$ cat src/rtl/hazard_scoreboard.sv
// Pipeline hazard scoreboard: tracks in-flight destination writes behind D and
// decides per-operand stall/forward plus MDU structural stalls.
module hazard_scoreboard #(
    parameter int DEPTH = 3,
    parameter int TW    = 2,
    parameter int AW    = 5,
    parameter int SW    = $clog2(DEPTH + 1)
) (
    input  logic          clk,
    input  logic          reset,
    input  logic          d_valid,
    input  logic [AW-1:0] d_a3,
    input  logic [TW-1:0] d_tnew,
    input  logic [AW-1:0] d_rs,
    input  logic [AW-1:0] d_rt,
    input  logic          d_rs_use,
    input  logic          d_rt_use,
    input  logic [TW-1:0] d_rs_tuse,
    input  logic [TW-1:0] d_rt_tuse,
    input  logic          d_md,
    input  logic          d_start,
    input  logic          md_busy,
    input  logic          flush,
    output logic          stall,
    output logic [SW-1:0] fwd_rs_sel,
    output logic [SW-1:0] fwd_rt_sel
);

    typedef struct packed {
        logic          valid;
        logic [AW-1:0] a3;
        logic [TW-1:0] tnew;
        logic          start;
    } stage_t;

    typedef struct packed {
        logic          hit;
        logic [SW-1:0] k;
        logic [TW-1:0] tnew;
    } match_t;

    stage_t stage_q [1:DEPTH];
    stage_t stage_d [1:DEPTH];

    match_t rs_m;
    match_t rt_m;
    logic   rs_stall;
    logic   rt_stall;
    logic   md_stall;
    logic   live;
    logic   issue;

    // Scan oldest to youngest so the youngest matching stage is the last one kept.
    function automatic match_t find_match(input stage_t st [1:DEPTH],
                                          input logic [AW-1:0] src,
                                          input logic use_src);
        match_t m;
        m = '0;
        for (int k = DEPTH; k >= 1; k--) begin
            if (use_src && (src != '0) && st[k].valid && (st[k].a3 == src)) begin
                m.hit  = 1'b1;
                m.k    = SW'(k);
                m.tnew = st[k].tnew;
            end
        end
        return m;
    endfunction

    assign rs_m     = find_match(stage_q, d_rs, d_rs_use);
    assign rt_m     = find_match(stage_q, d_rt, d_rt_use);
    assign rs_stall = rs_m.hit && (rs_m.tnew > d_rs_tuse);
    assign rt_stall = rt_m.hit && (rt_m.tnew > d_rt_tuse);
    assign md_stall = d_md && (md_busy || (stage_q[1].valid && stage_q[1].start));

    // Outputs are held at zero while in reset or while a flush kills the pipe.
    assign live       = reset && !flush;
    assign stall      = live && d_valid && (rs_stall || rt_stall || md_stall);
    assign fwd_rs_sel = (live && rs_m.hit && (rs_m.tnew == '0)) ? rs_m.k : '0;
    assign fwd_rt_sel = (live && rt_m.hit && (rt_m.tnew == '0)) ? rt_m.k : '0;
    assign issue      = d_valid && !stall && !flush;

    always_comb begin
        // NOTE: every stage_d element gets a value on every path, so no latch is inferred.
        stage_d[1] = '0;
        if (issue) begin
            stage_d[1] = {1'b1, d_a3, d_tnew, d_start};
        end
        for (int k = 2; k <= DEPTH; k++) begin
            stage_d[k] = stage_q[k-1];
            if (stage_q[k-1].tnew != '0) begin
                stage_d[k].tnew = stage_q[k-1].tnew - TW'(1);
            end
        end
        if (flush) begin
            for (int k = 1; k <= DEPTH; k++) begin
                stage_d[k] = '0;
            end
        end
    end

    // NOTE: stage registers are reset because a stale valid entry would cause false stalls.
    always_ff @(posedge clk or negedge reset) begin
        if (!reset) begin
            for (int k = 1; k <= DEPTH; k++) begin
                stage_q[k] <= '0;
            end
        end else begin
            // NOTE: non-blocking so every stage shifts from the pre-edge values.
            for (int k = 1; k <= DEPTH; k++) begin
                stage_q[k] <= stage_d[k];
            end
        end
    end

endmodule

$ cat config.mk
export PLATFORM = sky130hd
export DESIGN_NAME = hazard_scoreboard
export DESIGN_NICKNAME = d
export VERILOG_FILES = /design/src/rtl/hazard_scoreboard.sv
export SDC_FILE = /design/constraint.sdc
export NUM_CORES = 1
export LEC_CHECK = 0
export ABC_AREA = 1
export CORE_ASPECT_RATIO = 1.25
export CORE_UTILIZATION = 38
export CTS_CLUSTER_DIAMETER = 40
export DETAILED_ROUTE_END_ITERATION = 6
export PLACE_DENSITY = 0.61
export SLEW_MARGIN = 20
export SYNTH_ARGS = -nofsm -noshare
export SYNTH_HDL_FRONTEND = slang
export SYNTH_SLANG_ARGS = --single-unit
$ cat constraint.sdc
create_clock -name clk -period 6 [get_ports clk]
set_input_delay 1.2 -clock clk [delete_from_list [all_inputs] [get_ports clk]]
set_output_delay 1.2 -clock clk [all_outputs]
set_load 0.005 [all_outputs]
==> results_tabular.tex, run 1 <==
\begin{tabular}{lr}
\hline
Metric & Value \\
\hline
\multicolumn{2}{l}{\textbf{Outcome}} \\
Run status & finished, final reports clean \\
\multicolumn{2}{l}{\textbf{Floorplan}} \\
Die footprint & 5344 um2 \\
Floorplan die height & 81.49 um \\
Die X & 65.59 um \\
Ports & 35 \\
Initial cell density of the core & 40.02\% \\
Cell row count & 28 \\
Core box area & 4800 um2 \\
\multicolumn{2}{l}{\textbf{GRT}} \\
Maximum number of pins on one net before global-route repair & 26 \\
Via count of the first global-routing pass & 1785 \\
Number of antenna violations at the first check in global routing & 0 \\
Combined global-route utilization of all metal layers & 20.86\% \\
Total gr overflow & 0 \\
Wire length of the first global-routing pass & 8197 um \\
\multicolumn{2}{l}{\textbf{Yosys}} \\
Xor-xnor portion of the synthesized cell area & 0.9121\% \\
Post-synthesis share of cell area spent on full adders, half adders and majority gates & 2.606\% \\
Most area-hungry cell type in the Yosys netlist & dfrtp\_1 \\
Fraction of synthesized cell area taken by the top area cell type & 32.57\% \\
Area share of and/or/nand/nor cells after synthesis & 46.51\% \\
Synth warn & 0 \\
Synth Net Count & 334 \\
Multiplexer share of the synthesized area & 0\% \\
Cell area after synthesis & 1921 um2 \\
Dominant combinational cell family by area after synthesis & simple AND/OR/NAND/NOR gates \\
Count of cell types in the netlist & 28 \\
Syn Area/Cell & 6.402 um2 \\
Main synth FF type & dfrtp\_1 \\
Number of synthesized flops with an enable pin & 0 \\
Post-synthesis async set-or-reset flop share & 100.0\% \\
Compound-gate portion of the synthesized area & 4.691\% \\
Number of flip-flops and latches in the synthesized netlist & 25 \\
Cell count after synthesis & 300 \\
Leading cell types by total area after synthesis & dfrtp\_1, nand2\_1, inv\_1, nor2\_1, nor2\_2 \\
Part of the Yosys area used for sequential elements & 32.57\% \\
\multicolumn{2}{l}{\textbf{Clock network}} \\
Master cell of the clock root buffer & clkbuf\_8 \\
Clock buffer depth & 2 \\
Clock Pin Slew Worst Setup and Hold Paths & 0.09 ns \\
Clock Latency Late Sink & 0.27 ns \\
CTS H-tree depth & 1 \\
TritonCTS clock tree & done \\
Post-CTS Resized & 0 \\
Number of sinks driven by the clock tree & 25 \\
Number of buffers created by CTS & 3 \\
Hold bufs inserted after CTS & 0 \\
Post-CTS Setup Inserts & 0 \\
\multicolumn{2}{l}{\textbf{Worst setup path}} \\
Setup crit start kind & input port \\
Worst flop-to-flop path startpoint & stage\_q[24] \\
Crit path DAT & 3.87 ns \\
Reg2Reg Capture Point & stage\_q[19] \\
Launch point of the worst path & d\_rs[2] \\
Kind of critical path & in2out \\
WP data required & 4.80 ns \\
Setup slack, reg-to-reg & 3.63 ns \\
Capturing element type of the critical path & output port \\
Crit path to & stall \\
Worst Reg2Reg Path Length in Cells & 18 \\
Worst-path maximum fanout & 8 \\
\multicolumn{2}{l}{\textbf{Final layout}} \\
Largest regs & stage\_q x25 \\
Fraction of final layout cells with drive strength greater than 1 & 14.24\% \\
Most flop-heavy register & stage\_q \\
Number of diodes added for antenna fixing & 0 \\
Fraction of the core area covered by cells at the end of the flow & 49.61\% \\
Area overhead of the layout relative to synthesis & 23.97\% \\
Sequential cell area in the final layout & 625.6 um2 \\
Final-stage net count & 372 \\
Multi-input gate area in the final layout & 1051 um2 \\
Number of flip-flops in the largest register & 25 \\
Filler cell count & 479 \\
\multicolumn{2}{l}{\textbf{Detailed routing}} \\
Detailed-route wire length per cell & 12.54 um \\
Remaining design rule violation count & 0 \\
Overall via count from detail\_route & 1864 \\
First-pass DRT Iterations & 5 \\
Total routed wirelength & 4977 um \\
Per-cell via count in the routed design & 4.695 \\
Final antenna-violating net count & 0 \\
Drt initial violations & 85 \\
\multicolumn{2}{l}{\textbf{STA}} \\
Final setup violation count & 0 \\
Max-slew violation count & 0 \\
Final critical-path required period & 5.067 ns \\
Setup slack after layout & 0.9330 ns \\
Final-layout worst hold slack & 0.4477 ns \\
Period Utilization, post-route & 84.45\% \\
Total Negative Setup Slacks & 0 ns \\
Peak Freq & 197.4 MHz \\
Transition time at the pin with the least slew margin & 0.7197 ns \\
Skew final & 0.007029 ns \\
RSZ-0062 raised after global routing & false \\
Number of failing hold endpoints at the final stage & 0 \\
Normalized max-slew margin & 51.87\% \\
\multicolumn{2}{l}{\textbf{Power and ir drop}} \\
Worst IR Drop VDD & 111.8 uV \\
Power density over cell area & 149.3 nW/um2 \\
Leakage power summed over all cells & 1.263 nW \\
\multicolumn{2}{l}{\textbf{Min path}} \\
Type of the tightest min-delay check & reg2reg \\
Number of cells traversed by the worst hold path & 1 \\
\multicolumn{2}{l}{\textbf{Placement}} \\
Worst setup slack before clock tree synthesis & 0.9234 ns \\
Post-DP HPWL & 4164 um \\
Weighted congestion at the end of routability-driven global placement & 0.9077 \\
IO buf count & 34 \\
\multicolumn{2}{l}{\textbf{Flow run}} \\
Number of maximum-capacitance violations & 0 \\
\hline
\end{tabular}
[cell type report]
| class | count | area share [%] |
|---|---|---|
| timing repair buffer | 35 | 14.61 |
| multi-input combinational | 211 | 44.14 |
| clock inverter | 1 | 0.2102 |
| tap | 60 | 3.153 |
| sequential | 25 | 26.27 |
| clock buffer | 3 | 1.734 |
| inverter | 62 | 9.879 |
[logic make-up (layout without fill, tap and decap cells)]
family | Yosys count | in the layout
and+or+nand+nor | 188 | 188
AOI/OAI and AO/OA | 17 | 17
DFF | 25 | 25
buffers and inverters | 64 | 101
xor gates and xnor gates | 2 | 2
adders and majority gates | 4 | 4
[how the worst min path moves through the flow]
stage                start     endpoint
6_report       stage_q[19]  stage_q[10]
5_1_grt        stage_q[19]  stage_q[10]
4_1_cts        stage_q[19]  stage_q[10]
3_5_place_dp   stage_q[19]  stage_q[10]
3_3_place_gp   stage_q[19]  stage_q[10]
2_1_floorplan  stage_q[19]  stage_q[10]
[synth_stat cells, types with 2 or more instances]
library cell / instances
nor2_2: 11
nand3_2: 4
o21ai_0: 2
nand3_1: 12
nand3_4: 2
inv_1: 50
dfrtp_1: 25
nor3_1: 3
a21oi_1: 10
nand2_1: 98
nor2_4: 2
ha_1: 4
nand2_2: 10
o21ai_1: 3
xor2_1: 2
inv_2: 10
nor2_1: 33
nand4_1: 9
[power by group]
part | total [mW] | internal, mW | switching, mW
clock network | 0.100 | 0.0465 | 0.0537
logic | 0.0780 | 0.0327 | 0.0453
registers | 0.177 | 0.173 | 0.00435
total | 0.355 | 0.252 | 0.103
[per-layer routing]
layer / global-route usage (%) / share of wire, % / vias to the layer above
met1: 25.52 / 44 / 806
met5: 0 / 0 / -
met2: 34.64 / 47 / 62
met4: 13.04 / 4.6 / 0
li1: - / - / 979
met3: 2.639 / 5.2 / 17
[stage by stage]
step | power (mW) | instances | area, um2
floorplan | 0.2204 | 300 | 1921
global route | 0.3758 | 397 | 2381
finish | 0.3555 | 397 | 2381
global placement | 0.2594 | 393 | 2335
detailed placement | 0.2590 | 393 | 2335
CTS | 0.3608 | 397 | 2381
[worst max-delay path, stage by stage]
cell	delay [ns]
clkdlybuf4s50_1	0.59
nor2_1	0.10
nand3_1	0.10
nand2_2	0.08
inv_4	0.10
nand4_1	0.14
inv_1	0.13
nand2_1	0.05
nand2_1	0.08
inv_1	0.04
ha_1	0.28
a21oi_1	0.07
a21oi_1	0.14
nand2_2	0.08
nand3_2	0.07
nand2_2	0.07
inv_1	0.05
clkdlybuf4s50_1	0.48
[placed cells by master, fill, tap and decap left out]
cell	synthesis	final
a21oi_1	10	10
a21oi_2	1	1
a31oi_1	1	1
and3_1	1	1
buf_4	0	1
clkbuf_8	0	3
clkdlybuf4s50_1	0	34
clkinv_1	1	1
clkinv_2	0	1
dfrtp_1	25	25
ha_1	4	4
inv_1	50	50
inv_2	10	10
inv_4	1	1
nand2_1	98	98
nand2_2	10	10
nand2_4	1	1
nand3_1	12	12
nand3_2	4	4
nand3_4	2	2
nand3b_1	1	1
nand4_1	9	9
nor2_1	33	33
nor2_2	11	11
nor2_4	2	2
nor3_1	3	3
nor3_4	1	1
o21ai_0	2	2
o21ai_1	3	3
xor2_1	2	2
No activity file was read; power rests on OpenSTA's default activity.
==> run 2, diff against run 1 <==
PLACE_DENSITY = 0.63   (was 0.61)
clock period = 4.65 ns   (was 6 ns; I/O delays follow)
==> run 2 against run 1 <==
Sequential power rose by 29%; register-to-register slack lost 1.3 ns; total power up 29%.
==> results_tabular.tex, run 2 (synthesis gave the netlist of run 1 again) <==
\begin{tabular}{lr}
\hline
Metric & Value \\
\hline
\multicolumn{2}{l}{\textbf{Worst setup path}} \\
Setup crit start kind & input port \\
Capturing element type of the critical path & output port \\
Launch point of the worst path & d\_rs\_use \\
WP data required & 3.72 ns (-1.08 ns) \\
Kind of critical path & in2out \\
Worst flop-to-flop path startpoint & stage\_q[24] \\
Crit path DAT & 3.37 ns (-0.50 ns) \\
Worst-path maximum fanout & 8 (unchanged) \\
\multicolumn{2}{l}{\textbf{STA}} \\
Final-layout worst hold slack & 0.4456 ns (-0.002126 ns) \\
Total Negative Setup Slacks & 0 ns (unchanged) \\
Number of failing hold endpoints at the final stage & 0 (unchanged) \\
RSZ-0062 raised after global routing & false \\
Skew final & 0.004265 ns (-0.002764 ns) \\
Final setup violation count & 0 (unchanged) \\
Max-slew violation count & 0 (unchanged) \\
Final critical-path required period & 4.304 ns \\
Peak Freq & 232.4 MHz \\
Normalized max-slew margin & 76.23\% (+24 points) \\
Period Utilization, post-route & 92.55\% \\
Transition time at the pin with the least slew margin & 0.3552 ns (-0.3644 ns) \\
\multicolumn{2}{l}{\textbf{GRT}} \\
Combined global-route utilization of all metal layers & 20.50\% (-0.36 points) \\
Maximum number of pins on one net before global-route repair & 26 (unchanged) \\
Total gr overflow & 0 (unchanged) \\
Wire length of the first global-routing pass & 8128 um (-0.84\%) \\
Number of antenna violations at the first check in global routing & 0 (unchanged) \\
Via count of the first global-routing pass & 1839 (+3.0\%) \\
\multicolumn{2}{l}{\textbf{Detailed routing}} \\
First-pass DRT Iterations & 4 (-1) \\
Per-cell via count in the routed design & 4.782 (+1.8\%) \\
Detailed-route wire length per cell & 12.21 um (-2.6\%) \\
Final antenna-violating net count & 0 (unchanged) \\
Total routed wirelength & 4870 um (-2.1\%) \\
Remaining design rule violation count & 0 (unchanged) \\
Overall via count from detail\_route & 1908 (+2.4\%) \\
Drt initial violations & 88 (+3.5\%) \\
\multicolumn{2}{l}{\textbf{Clock network}} \\
Master cell of the clock root buffer & clkbuf\_8 \\
Hold bufs inserted after CTS & 0 (unchanged) \\
CTS H-tree depth & 1 (unchanged) \\
Number of sinks driven by the clock tree & 25 (unchanged) \\
TritonCTS clock tree & done \\
Clock Pin Slew Worst Setup and Hold Paths & 0.09 ns (about the same) \\
Clock Latency Late Sink & 0.27 ns (about the same) \\
Clock buffer depth & 2 (unchanged) \\
Number of buffers created by CTS & 3 (unchanged) \\
\multicolumn{2}{l}{\textbf{Floorplan}} \\
Floorplan die height & 81.49 um (unchanged) \\
Ports & 35 (unchanged) \\
Initial cell density of the core & 40.02\% (unchanged) \\
Core box area & 4800 um2 (unchanged) \\
Die X & 65.59 um (unchanged) \\
Cell row count & 28 (unchanged) \\
Die footprint & 5344 um2 (unchanged) \\
\multicolumn{2}{l}{\textbf{Min path}} \\
Type of the tightest min-delay check & reg2reg \\
Hold path startpoint & stage\_q[19] \\
\multicolumn{2}{l}{\textbf{Power and ir drop}} \\
Share of total power in sequential cells & 49.8\% (about the same) \\
Overall power & 0.4587 mW (+29\%) \\
Psw & 0.1337 mW (+29\%) \\
Leakage power summed over all cells & 1.362 nW (+7.8\%) \\
Fraction of power spent switching nets & 29.15\% (+0.069 points) \\
Internal power & 0.3250 mW (+29\%) \\
Worst IR Drop VDD & 147.0 uV (+31\%) \\
Power density over cell area & 189.1 nW/um2 (+27\%) \\
Clock network fraction of total power & 28.3\% (about the same) \\
Part of the total power dissipated in combinational logic & 21.9\% (about the same) \\
\multicolumn{2}{l}{\textbf{Final layout}} \\
Fraction of final layout cells with drive strength greater than 1 & 15.63\% (+1.4 points) \\
Final-stage net count & 374 (+0.54\%) \\
Number of flip-flops in the largest register & 25 (unchanged) \\
Filler cell count & 511 (+6.7\%) \\
Number of diodes added for antenna fixing & 0 (unchanged) \\
Most common cell after layout, fill and taps aside & nand2\_1 \\
Most frequent cells in the layout & nand2\_1, inv\_1, nor2\_1 \\
Area overhead of the layout relative to synthesis & 26.32\% \\
Largest regs & stage\_q x25 \\
Summed area of non-filler cells in the final layout & 2426 um2 (+1.9\%) \\
Most flop-heavy register & stage\_q \\
\multicolumn{2}{l}{\textbf{Flow run}} \\
Number of maximum-capacitance violations & 0 (unchanged) \\
\multicolumn{2}{l}{\textbf{Outcome}} \\
Run status & finished, final reports clean \\
\multicolumn{2}{l}{\textbf{Placement}} \\
IO buf count & 34 (unchanged) \\
Placement-stage cell area & 2342 um2 (+0.32\%) \\
Weighted congestion at the end of routability-driven global placement & 0.9237 (+1.8\%) \\
Post-DP HPWL & 4145 um (-0.45\%) \\
\hline
\end{tabular}
run 2: changes by cell type in the layout (fill, tap and decap cells not counted), sizes merged:
cell	delta
clkdlybuf4s50	-10
dlymetal6s2s	+10
buf	+2
run 2: worst max-delay path, stage by stage:
cell and delay, ns:
clkdlybuf4s50_1 0.48, nand2_2 0.08, inv_4 0.11, nand4_1 0.20, inv_2 0.12, nand2_1 0.05
nand2_1 0.08, inv_1 0.05, ha_1 0.28, a21oi_1 0.06, a21oi_1 0.16, nand2_2 0.08
nand3_2 0.07, nand2_2 0.07, inv_1 0.06, clkdlybuf4s50_1 0.49
run 2: area by class of cell:
class / instances / area (um2) / share of cell area (%)
clock buffer: 3 / 41.29 / 1.702
clock inverter: 1 / 5.005 / 0.2063
sequential: 25 / 625.6 / 25.79
multi-input combinational: 211 / 1056 / 43.53
inverter: 62 / 235.2 / 9.696
timing repair buffer: 37 / 387.9 / 15.99
tap: 60 / 75.07 / 3.094
run 2: what timing repair did:
item / in CTS / in global routing
setup endpoints to repair: 0 / 1
gates resized for setup: 0 / 13
buffers inserted: 0 / 1
run 2: final timing paths:
path	to	slack, ns	depth (start not counted)
max reg2reg	stage_q[22]	2.32	16
max	stall	0.35	16
min reg2reg	stage_q[10]	0.45	1
max in group asynchronous	stage_q[4]	3.25	2
min in group asynchronous	stage_q[7]	1.15	2
min	stage_q[10]	0.45	1
run 2: power groups by stage:
stage                     Sequential [mW]  Clock, mW  Combinational, mW
after floorplan                     0.231          0             0.0533
after global placement              0.233          0              0.101
after detailed placement            0.233          0              0.102
after CTS                           0.228      0.134              0.102
after global routing                0.229      0.148              0.112
final                               0.228      0.130              0.100
run 2: per-stage QoR:
step	cells	utilization [%]	setup slack, ns
2_1_floorplan	300	-	1.364
3_3_place_gp	394	48.80	0.02698
3_5_place_dp	394	48.80	0.03033
4_1_cts	398	49.77	0.009361
5_1_grt	399	50.55	0.1661
6_report	399	50.55	0.3464
run 2: routing by layer:
layer | share of wire, % | track usage, % | vias to the layer above
met4 | 2.7 | 8.696 | 0
met1 | 42 | 24.63 | 866
met5 | 0 | 0 | -
li1 | - | - | 983
met3 | 3.9 | 2.083 | 11
met2 | 51 | 36.91 | 48
